<file path="config.mk">
export PLATFORM = sky130hd
export DESIGN_NAME = fifo_stream_reader
export DESIGN_NICKNAME = d
export VERILOG_FILES = /design/src/rtl/shared_pkg.sv /design/src/rtl/fifo_skid_buffer.sv /design/src/rtl/fifo_stream_reader.sv
export SDC_FILE = /design/constraint.sdc
export NUM_CORES = 1
export LEC_CHECK = 0
export ABC_AREA = 1
export CORE_ASPECT_RATIO = 0.6
export CORE_UTILIZATION = 50
export CTS_CLUSTER_SIZE = 24
export DETAILED_ROUTE_END_ITERATION = 7
export GPL_TIMING_DRIVEN = 0
export PLACE_DENSITY_LB_ADDON = 0.15
export SKIP_CTS_REPAIR_TIMING = 1
export SLEW_MARGIN = 40
export SYNTH_ARGS = -nofsm -noshare
export SYNTH_HDL_FRONTEND = slang
export SYNTH_SLANG_ARGS = --single-unit
</file>
<file path="constraint.sdc">
create_clock -name clk -period 4.9 [get_ports clk]
set_clock_uncertainty 0.15 [all_clocks]
set_input_delay 0.98 -clock clk [delete_from_list [all_inputs] [get_ports clk]]
set_output_delay 0.98 -clock clk [all_outputs]
set_load 0.1 [all_outputs]
</file>
<file path="src/rtl/shared_pkg.sv">
// Shared types and constants for the FIFO read-side stream controller.
package shared_pkg;

    typedef enum logic [0:0] {
        IDLE   = 1'b0,
        STREAM = 1'b1
    } rd_state_e;

    localparam int unsigned SKID_DEPTH = 3;

    // Skid-buffer pointer increment with wrap 2 -> 0.
    function automatic logic [1:0] ptr_inc(input logic [1:0] ptr);
        return (ptr == 2'd2) ? 2'd0 : ptr + 2'd1;
    endfunction

endpackage

</file>
<file path="src/rtl/fifo_skid_buffer.sv">
// Three-entry circular skid buffer between the FIFO read port and the output stream.
module fifo_skid_buffer
    import shared_pkg::*;
#(
    parameter int unsigned WIDTH = 16
) (
    input  logic             clk,
    input  logic             rst_n,
    input  logic             push_i,
    input  logic [WIDTH-1:0] push_data_i,
    input  logic             pop_i,
    output logic [WIDTH-1:0] head_o,
    output logic [1:0]       count_o
);

    logic [WIDTH-1:0] mem_q [SKID_DEPTH];
    logic [1:0]       wr_ptr_q;
    logic [1:0]       wr_ptr_d;
    logic [1:0]       rd_ptr_q;
    logic [1:0]       rd_ptr_d;
    logic [1:0]       count_q;
    logic [1:0]       count_d;
    logic             do_pop_s;
    logic             do_push_s;

    // A push into a full buffer is only accepted when a pop frees a slot in the same cycle.
    assign do_pop_s  = pop_i && (count_q != 2'd0);
    assign do_push_s = push_i && ((count_q < 2'(SKID_DEPTH)) || do_pop_s);

    // Pointer and occupancy next-state.
    always_comb begin
        wr_ptr_d = wr_ptr_q;
        rd_ptr_d = rd_ptr_q;
        count_d  = count_q;
        if (do_push_s) begin
            wr_ptr_d = ptr_inc(wr_ptr_q);
        end else begin
            wr_ptr_d = wr_ptr_q;
        end
        if (do_pop_s) begin
            rd_ptr_d = ptr_inc(rd_ptr_q);
        end else begin
            rd_ptr_d = rd_ptr_q;
        end
        case ({do_push_s, do_pop_s})
            2'b10:   count_d = count_q + 2'd1;
            2'b01:   count_d = count_q - 2'd1;
            default: count_d = count_q;
        endcase
    end

    // Storage, pointers and occupancy registers.
    always_ff @(posedge clk or negedge rst_n) begin
        if (!rst_n) begin
            for (int i = 0; i < int'(SKID_DEPTH); i++) begin
                mem_q[i] <= '0;
            end
            wr_ptr_q <= 2'd0;
            rd_ptr_q <= 2'd0;
            count_q  <= 2'd0;
        end else begin
            if (do_push_s) begin
                mem_q[wr_ptr_q] <= push_data_i;
            end
            wr_ptr_q <= wr_ptr_d;
            rd_ptr_q <= rd_ptr_d;
            count_q  <= count_d;
        end
    end

    assign head_o  = mem_q[rd_ptr_q];
    assign count_o = count_q;

endmodule

</file>
<file path="src/rtl/fifo_stream_reader.sv">
// Drains the synchronous FIFO read port in bursts and presents words on a valid/ready stream.
module fifo_stream_reader
    import shared_pkg::*;
#(
    parameter int unsigned FIFO_WIDTH = 16,
    parameter int unsigned TIMEOUT    = 8,
    parameter int unsigned CNT_WIDTH  = 16
) (
    input  logic                  clk,
    input  logic                  rst_n,
    input  logic                  empty,
    input  logic                  almostempty,
    input  logic                  underflow,
    input  logic [FIFO_WIDTH-1:0] data_out,
    output logic                  rd_en,
    output logic [FIFO_WIDTH-1:0] m_data,
    output logic                  m_valid,
    input  logic                  m_ready,
    output logic                  busy,
    output logic [CNT_WIDTH-1:0]  words_read,
    output logic                  err_underflow
);

    localparam int IDLE_W = $clog2(TIMEOUT + 1);

    rd_state_e            state_q;
    rd_state_e            state_d;
    logic [IDLE_W-1:0]    idle_cnt_q;
    logic [IDLE_W-1:0]    idle_cnt_d;
    logic                 inflight_q;
    logic [CNT_WIDTH-1:0] words_read_q;
    logic [CNT_WIDTH-1:0] words_read_d;
    logic                 err_q;
    logic                 err_d;
    logic                 rd_en_s;
    logic                 pop_s;
    logic                 push_s;
    logic                 credit_ok_s;
    logic [2:0]           credit_sum_s;
    logic [1:0]           occ_s;

    fifo_skid_buffer #(
        .WIDTH (FIFO_WIDTH)
    ) u_skid (
        .clk         (clk),
        .rst_n       (rst_n),
        .push_i      (push_s),
        .push_data_i (data_out),
        .pop_i       (pop_s),
        .head_o      (m_data),
        .count_o     (occ_s)
    );

    assign m_valid = (occ_s != 2'd0);
    assign pop_s   = m_valid & m_ready;
    // A read answered with underflow carries no data and must not occupy a slot.
    assign push_s  = inflight_q & ~underflow;

    // pop implies occupancy >= 1, so the sum never goes negative.
    assign credit_sum_s = {1'b0, occ_s} + {2'b00, inflight_q} - {2'b00, pop_s};
    assign credit_ok_s  = (credit_sum_s < 3'(SKID_DEPTH));

    // Burst FSM next-state, idle timeout counter and read request.
    always_comb begin
        state_d    = state_q;
        idle_cnt_d = idle_cnt_q;
        rd_en_s    = 1'b0;
        case (state_q)
            IDLE: begin
                if (empty) begin
                    idle_cnt_d = '0;
                end else if (idle_cnt_q != IDLE_W'(TIMEOUT)) begin
                    idle_cnt_d = idle_cnt_q + IDLE_W'(1);
                end else begin
                    idle_cnt_d = idle_cnt_q;
                end
                if (!empty && (!almostempty || (idle_cnt_d == IDLE_W'(TIMEOUT)))) begin
                    state_d    = STREAM;
                    idle_cnt_d = '0;
                end else begin
                    state_d = IDLE;
                end
            end
            STREAM: begin
                rd_en_s    = !empty && credit_ok_s;
                idle_cnt_d = '0;
                if (empty && !inflight_q) begin
                    state_d = IDLE;
                end else begin
                    state_d = STREAM;
                end
            end
            default: begin
                state_d    = IDLE;
                idle_cnt_d = '0;
            end
        endcase
    end

    // Delivered-word counter and sticky underflow flag next-state.
    always_comb begin
        words_read_d = words_read_q;
        err_d        = err_q;
        if (pop_s) begin
            words_read_d = words_read_q + CNT_WIDTH'(1);
        end else begin
            words_read_d = words_read_q;
        end
        if (inflight_q && underflow) begin
            err_d = 1'b1;
        end else begin
            err_d = err_q;
        end
    end

    // Control and status registers.
    always_ff @(posedge clk or negedge rst_n) begin
        if (!rst_n) begin
            state_q      <= IDLE;
            idle_cnt_q   <= '0;
            inflight_q   <= 1'b0;
            words_read_q <= '0;
            err_q        <= 1'b0;
        end else begin
            state_q      <= state_d;
            idle_cnt_q   <= idle_cnt_d;
            inflight_q   <= rd_en_s;
            words_read_q <= words_read_d;
            err_q        <= err_d;
        end
    end

    assign rd_en         = rd_en_s;
    assign busy          = (state_q == STREAM);
    assign words_read    = words_read_q;
    assign err_underflow = err_q;

endmodule

</file>
# Word level (Yosys, flattened, before mapping)

Index checks and enable logic that the tools add are counted.

Register bits: 77
Input bits: 22
Output and inout bits: 36
Word-level logic and storage cells: 68

Add/sub/neg operators: 8
$lt $le $gt $ge: 5
Equal/unequal tests: 6
Muxes and demuxes: 18
Bitwise gates (word level): 6
Reduce and logical (&&, ||, !) cells: 14

Operators by type and width:

| kind                                                                 | count |
|---|---|
| 48-bit bitwise mux                                                   | 1 |
| 16-bit 2-to-1 mux                                                    | 3 |
| 16-bit binary-select mux with 2-bit select                           | 1 |
| 16-bit demux with 2-bit select                                       | 1 |
| 16-bit by 1-bit adder with 16-bit output, second input constant      | 1 |
| 4-bit 2-to-1 mux                                                     | 4 |
| 4-bit one-hot mux with 2 select lines                                | 1 |
| 1-bit logical AND                                                    | 7 |
| 2-bit by 1-bit adder with 2-bit output, second input constant        | 3 |
| 2-bit equality test, second input constant                           | 3 |
| 3-bit greater-or-equal comparator, second input constant             | 2 |
| 2-bit inverter with 3-bit output                                     | 2 |
| 4-bit by 1-bit adder with 4-bit output, second input constant        | 1 |
| 4-bit equality test, second input constant                           | 1 |
| 2-bit 2-to-1 mux                                                     | 2 |
| 4-bit inequality test, second input constant                         | 1 |
| 2-bit one-hot mux with 2 select lines                                | 1 |
| 2-bit nonzero test                                                   | 2 |
| 2-bit by 1-bit adder with 3-bit output                               | 1 |
| 1-bit logical NOT                                                    | 3 |
| 3-bit by 1-bit < comparator with 1-bit output, second input constant | 1 |
| 3-bit by 2-bit < comparator with 1-bit output, second input constant | 1 |
| 1-bit 2-to-1 mux                                                     | 3 |
| 3-bit by 1-bit subtractor with 3-bit output                          | 1 |
| 7 further kinds                                                      | 10 |

# Logic depth before layout (Yosys ltp)

Gate-level depths: netlist of run 1.

Depth after elaboration: 9
Gate-level depth with buffers: 11
Mapped depth without buffers: 11

# By module

A second synthesis of run 1 with hierarchy kept.

Cell total of the unflattened synthesis: 492
Area total of the unflattened synthesis: 3,966.3 um^2

Modules (own cells, without submodules):

| module             | times used | cells each | area each (um^2) | sequential area each (um^2) |
|---|---|---|---|---|
| fifo_skid_buffer   | 1          | 320        | 2,616.3          | 1,351.3 |
| fifo_stream_reader | 1          | 172        | 1,350.0          | 575.6 |

# Least setup slack after synthesis of run 1

No wires, ideal clock.

Kind: input to output
Start point: in m_ready
End point: out rd_en
Arrival time: 4.560 ns
Required time: 3.770 ns
Slack: -0.790 ns
Cell stages on the path: 9
Buffers on the path: 0
Cells stage by stage: nand2_4 > inv_2 > ha_1 > inv_1 > ha_1 > inv_1 > fa_1 > inv_1 > a221oi_1

Word-level cells in the longest chain between the ends: 5

RTL lines:

| what                                          | line                     | source |
|---|---|---|
| from (decl)                                   | fifo_stream_reader.sv:18 | `input logic m_ready,` |
| 1-bit bitwise AND                             | fifo_stream_reader.sv:55 | `assign pop_s = m_valid & m_ready;` |
| named net pop_s                               | fifo_stream_reader.sv:36 | `logic pop_s;` |
| 3-bit by 1-bit subtractor with 3-bit output   | fifo_stream_reader.sv:60 | `assign credit_sum_s = {1'b0, occ_s} + {2'b00, inflight_q} - {2'b00, pop_s};` |
| 3-bit by 2-bit < comparator with 1-bit output | fifo_stream_reader.sv:61 | `assign credit_ok_s = (credit_sum_s < 3'(SKID_DEPTH));` |
| 1-bit logical AND                             | fifo_stream_reader.sv:85 | `rd_en_s = !empty && credit_ok_s;` |
| 1-bit 2-to-1 mux                              | fifo_stream_reader.sv:68 | `case (state_q)` |
| to (decl)                                     | fifo_stream_reader.sv:15 | `output logic rd_en,` |

The timed path passes the listed nets, and every way through them passes these cells.

# Worst setup path in the final report of run 1

Ends and elaborated chain as after synthesis.

==> results summary, run 1 <==
The final period demand of the worst path is 4720 ps. The worst setup path is of the in2out kind. The worst-case setup slack after placement came out at 73.9 ps. The detailed router put a total of 4.63 mm of wire on met1.

After detailed routing, the met3 layer carries 401 µm of wire. The number of endpoints with negative hold slack in the final report came to 0. The count of max-cap constraint violations is 0.

The cell seen most often among critical-path stages is sky130_fd_sc_hd__inv_1. Counting along the longest clock path gives a buffer depth of 2. The number of detailed-routing iterations run before antenna repair is 4. The number of buffers added on ports is 57. The total wire length after detailed routing is 8.99 mm. The number of buffers added by the clock tree synthesis step is 9. The synthesized area per cell is 9.29 µm². The worst-margin pin slew is roughly 570 ps.

The number of top-level pins is between 50 and 60. The launching element type of the critical path is an input port. The number of synthesized flops with an enable pin is 0. The final net count is 535. For this design the ratio of total power to cell area is 716 mW/mm². Of all cell types, the one taking the most synthesized area is sky130_fd_sc_hd__dfrtp_1. The CTS tree is yes.

Setup violations remaining at the end of the flow were counted as 0. The async set-or-reset flop fraction in the synthesized netlist is 100%. The worst register-to-register path begins at u_skid.count_o[1]. The clock root buffer is sky130_fd_sc_hd__clkbuf_16. The via count of the first global-routing pass is 2,898.

The clock net in this run drives a total of between 70 and 80 sinks. The run finished with clean final reports. For the worst setup path, the data arrival time is 3590 ps. In the synthesized netlist, the number of instances is approximately 440. The CTS clock-pin slew for the worst setup and hold paths came out at approximately 50 ps. The number of antenna violations at the first check in global routing was 0. The area of the die came out at 0.00849 mm². Power comes to 0.00355 W. The initial core utilization came out at 51.5%. The via density per instance came out at 5.00.

The highest layer touched by signal routing is met4. The global-route congestion overflow total is 0. For this run, the slowest stage of the critical path takes 570 ps. The post-route worst hold slack came out at 316 ps.

The number of remaining DRC errors is 0. The reported leakage power is between 2 and 2.5 nW. The most frequently used cell type in the post-synthesis netlist is sky130_fd_sc_hd__nand2_1. Traced cell by cell, the critical path runs through clkdlybuf4s50_1 > nand2_4 > inv_2 > ha_1 > inv_1 > ha_1 > inv_1 > fa_1 > inv_1 > a221oi_2 > buf_4.

In this run the worst setup path begins at m_ready. The total length of routed met2 wires is 3.86 mm. Among all stages on the critical path, the largest delay is contributed by sky130_fd_sc_hd__clkdlybuf4s50_1. After layout, the worst setup slack is ~180 ps. The count of final max-slew check failures came to 0. The insertion delay to the later sink of the worst-skew pair came out at 330 ps.

The global-route wire length before repair is 14.7 mm. The worst max-slew margin expressed relative to the limit came out at 62.3%. The fmax came out at 212 MHz. The part of the cycle the worst path needs is 96.2%. The share of synthesized cell area in full adder, half adder and majority cells came out at 2.34%. The simple-gate share of the synthesized area came out at approximately 27%. The total of flip-flops plus latches after synthesis came out at 77. The die extent in y is 71.8 µm. The core box area came out at ~0.0079 mm². In the synthesized netlist the dominant register cell turns out to be sky130_fd_sc_hd__dfrtp_1.

The post-detailed-route count of antenna-violating nets is 0. The routed via count is 3,094. From synthesis to final layout, the design area changed by 22.3%.

From left edge to right edge, the die measures 118 µm. After detailed routing, the average wire length per cell comes to 14.5 µm. The number of H-tree levels is 3. The placer congestion estimate is 0.781. By area, the combinational part of the netlist is dominated by simple AND/OR/NAND/NOR gates. The HPWL after detailed placement is 6.24 mm. The peak supply drop is between 0.4 and 0.5 mV. The largest net degree at the start of global routing is 58. The share of layout cells above drive strength 1 is 33.9%. The initial DRC count came out at 203. The net count after synthesis is 466.

Setup repair after global routing left no endpoint under its margin. The path class of the tightest hold or removal check is reg2reg. At the worst endpoint, the required time is 3770 ps. The startpoint identified for the worst hold timing path is err_underflow. The number of warnings printed during yosys synthesis is 0. Summing the areas of all compound-gate instances in the mapped netlist gives 12.6% of the synthesized area. Counting both buffers and inverters, the worst setup path holds a total of 6. In this run the worst path has a maximum fanout of 11.

By count the netlist is led by 88 x sky130_fd_sc_hd__nand2_1, 77 x sky130_fd_sc_hd__dfrtp_1, 49 x sky130_fd_sc_hd__o21ai_2, 44 x sky130_fd_sc_hd__inv_1, 43 x sky130_fd_sc_hd__nand3_1. In this run the core area contains 25 standard-cell rows. The dominant delay contributor by cell family on the critical path is buffers and inverters. Summing the sequential cell areas from Yosys gives 47.5% of the chip area. The share of the synthesized area in the top cell type came out at a little under half. 0 antenna diodes ended up in the layout. Yosys mapped the design onto 33 distinct sky130hd cell types. The cell area that synthesis handed to floorplanning was 0.00406 mm². The post-synthesis mux area share is 0%. The synthesized netlist devotes under 10% of its cell area to XOR and XNOR gates. Sorting the synthesized cells by area gives the leading types as sky130_fd_sc_hd__dfrtp_1 47%, sky130_fd_sc_hd__o21ai_2 11%, sky130_fd_sc_hd__nand2_1 8.1%. The overall routing resource usage came out at 22.7%.

The fraction of the core area covered by cells at the end of the flow came out at between 60 and 70%. The category of the worst setup path capture point is an output pin.
[stage by stage]
stage | setup TNS [ps] | instance area (µm²) | std cells
after floorplan | 0 | 4060 | 437
after global placement | -5810 | 4770 | 602
after detailed placement | 0 | 4620 | 603
after CTS | 0 | 4960 | 619
after global routing | 0 | 4960 | 619
final | 0 | 4960 | 619
[final cells by class]
class | count | area, µm²
timing repair buffer | 58 | 422
tap | 108 | 135
inverter | 47 | 176
sequential | 77 | 1930
fill | 696 | 2920
clock buffer | 12 | 246
clock inverter | 4 | 95.1
multi-input combinational | 299 | 1830
buffer | 14 | 129
[logic make-up after synthesis]
logic type,Yosys count
fa+ha+maj,7
xor+xnor,12
simple gates,216
flops,77
compound gates,64
buf+inv,61
[where the power goes]
group | leakage [nW] | internal [W] | switching [W]
combinational | 1.25 | 0.000409 | 0.00133
sequential | 1.00 | 0.000869 | 0.000187
clock | 0.167 | 0.000511 | 0.000249
[registers in the layout, summed over array words and instances (netlist names)]
register,flops
idle_cnt_q,4
u_skid.wr_ptr_q,2
u_skid.rd_ptr_q,2
err_underflow,1
u_skid.mem_q,48
u_skid.count_o,2
inflight_q,1
words_read,16
busy,1
[path summary, 6_finish.rpt]
check | to | depth (start not counted) | slack (ps)
max | rd_en | 11 | 180
min | err_underflow | 1 | 320
max reg2reg | inflight_q | 11 | 2250
min reg2reg | err_underflow | 1 | 320
max in group asynchronous | idle_cnt_q[3] | 2 | 3720
min in group asynchronous | u_skid.mem_q[33] | 1 | 330
[worst register-to-register path, delay by kind of cell (launching register included)]
kind | cells | cell delay, ps
adder cells (fa/ha/maj) | 3 | 930
buffers and inverters | 5 | 530
flip-flops | 1 | 420
AND/OR/NAND/NOR | 2 | 260
AO/OA/AOI/OAI | 1 | 260
[layout by cell type, fill, tap and decap left out, types with 2 or more instances in the layout]
cell type,n
sky130_fd_sc_hd__a21oi_1,3
sky130_fd_sc_hd__xor2_1,7
sky130_fd_sc_hd__nand4_1,4
sky130_fd_sc_hd__buf_6,10
sky130_fd_sc_hd__buf_2,36
sky130_fd_sc_hd__o21ai_2,49
sky130_fd_sc_hd__clkbuf_16,9
sky130_fd_sc_hd__xnor2_1,5
sky130_fd_sc_hd__nand2_2,41
sky130_fd_sc_hd__inv_2,2
sky130_fd_sc_hd__nor2_2,2
sky130_fd_sc_hd__bufinv_16,3
sky130_fd_sc_hd__o21ai_1,3
sky130_fd_sc_hd__o21ai_0,6
sky130_fd_sc_hd__clkdlybuf4s50_1,20
sky130_fd_sc_hd__nand3_1,43
sky130_fd_sc_hd__nor2_1,21
sky130_fd_sc_hd__nor3_1,3
sky130_fd_sc_hd__dfrtp_1,77
sky130_fd_sc_hd__nand2_1,88
sky130_fd_sc_hd__clkbuf_1,3
sky130_fd_sc_hd__buf_4,3
sky130_fd_sc_hd__nand3_4,3
sky130_fd_sc_hd__inv_1,44
sky130_fd_sc_hd__nand2_4,3
sky130_fd_sc_hd__nor2_4,5
sky130_fd_sc_hd__ha_1,6
[layer usage]
metal,up-vias,GRT usage (%)
met5,-,0
met4,0,7.26
met3,11,5.41
met2,63,31.8
met1,1467,34.4
li1,1553,-
(Power assumes the default switching activity.)
==> run 2: changes to the inputs <==
Settings changed: SKIP_LAST_GASP set to 1.
==> results of run 2 <==
No change in the layout: final DEF, timing and power equal those of run 1.
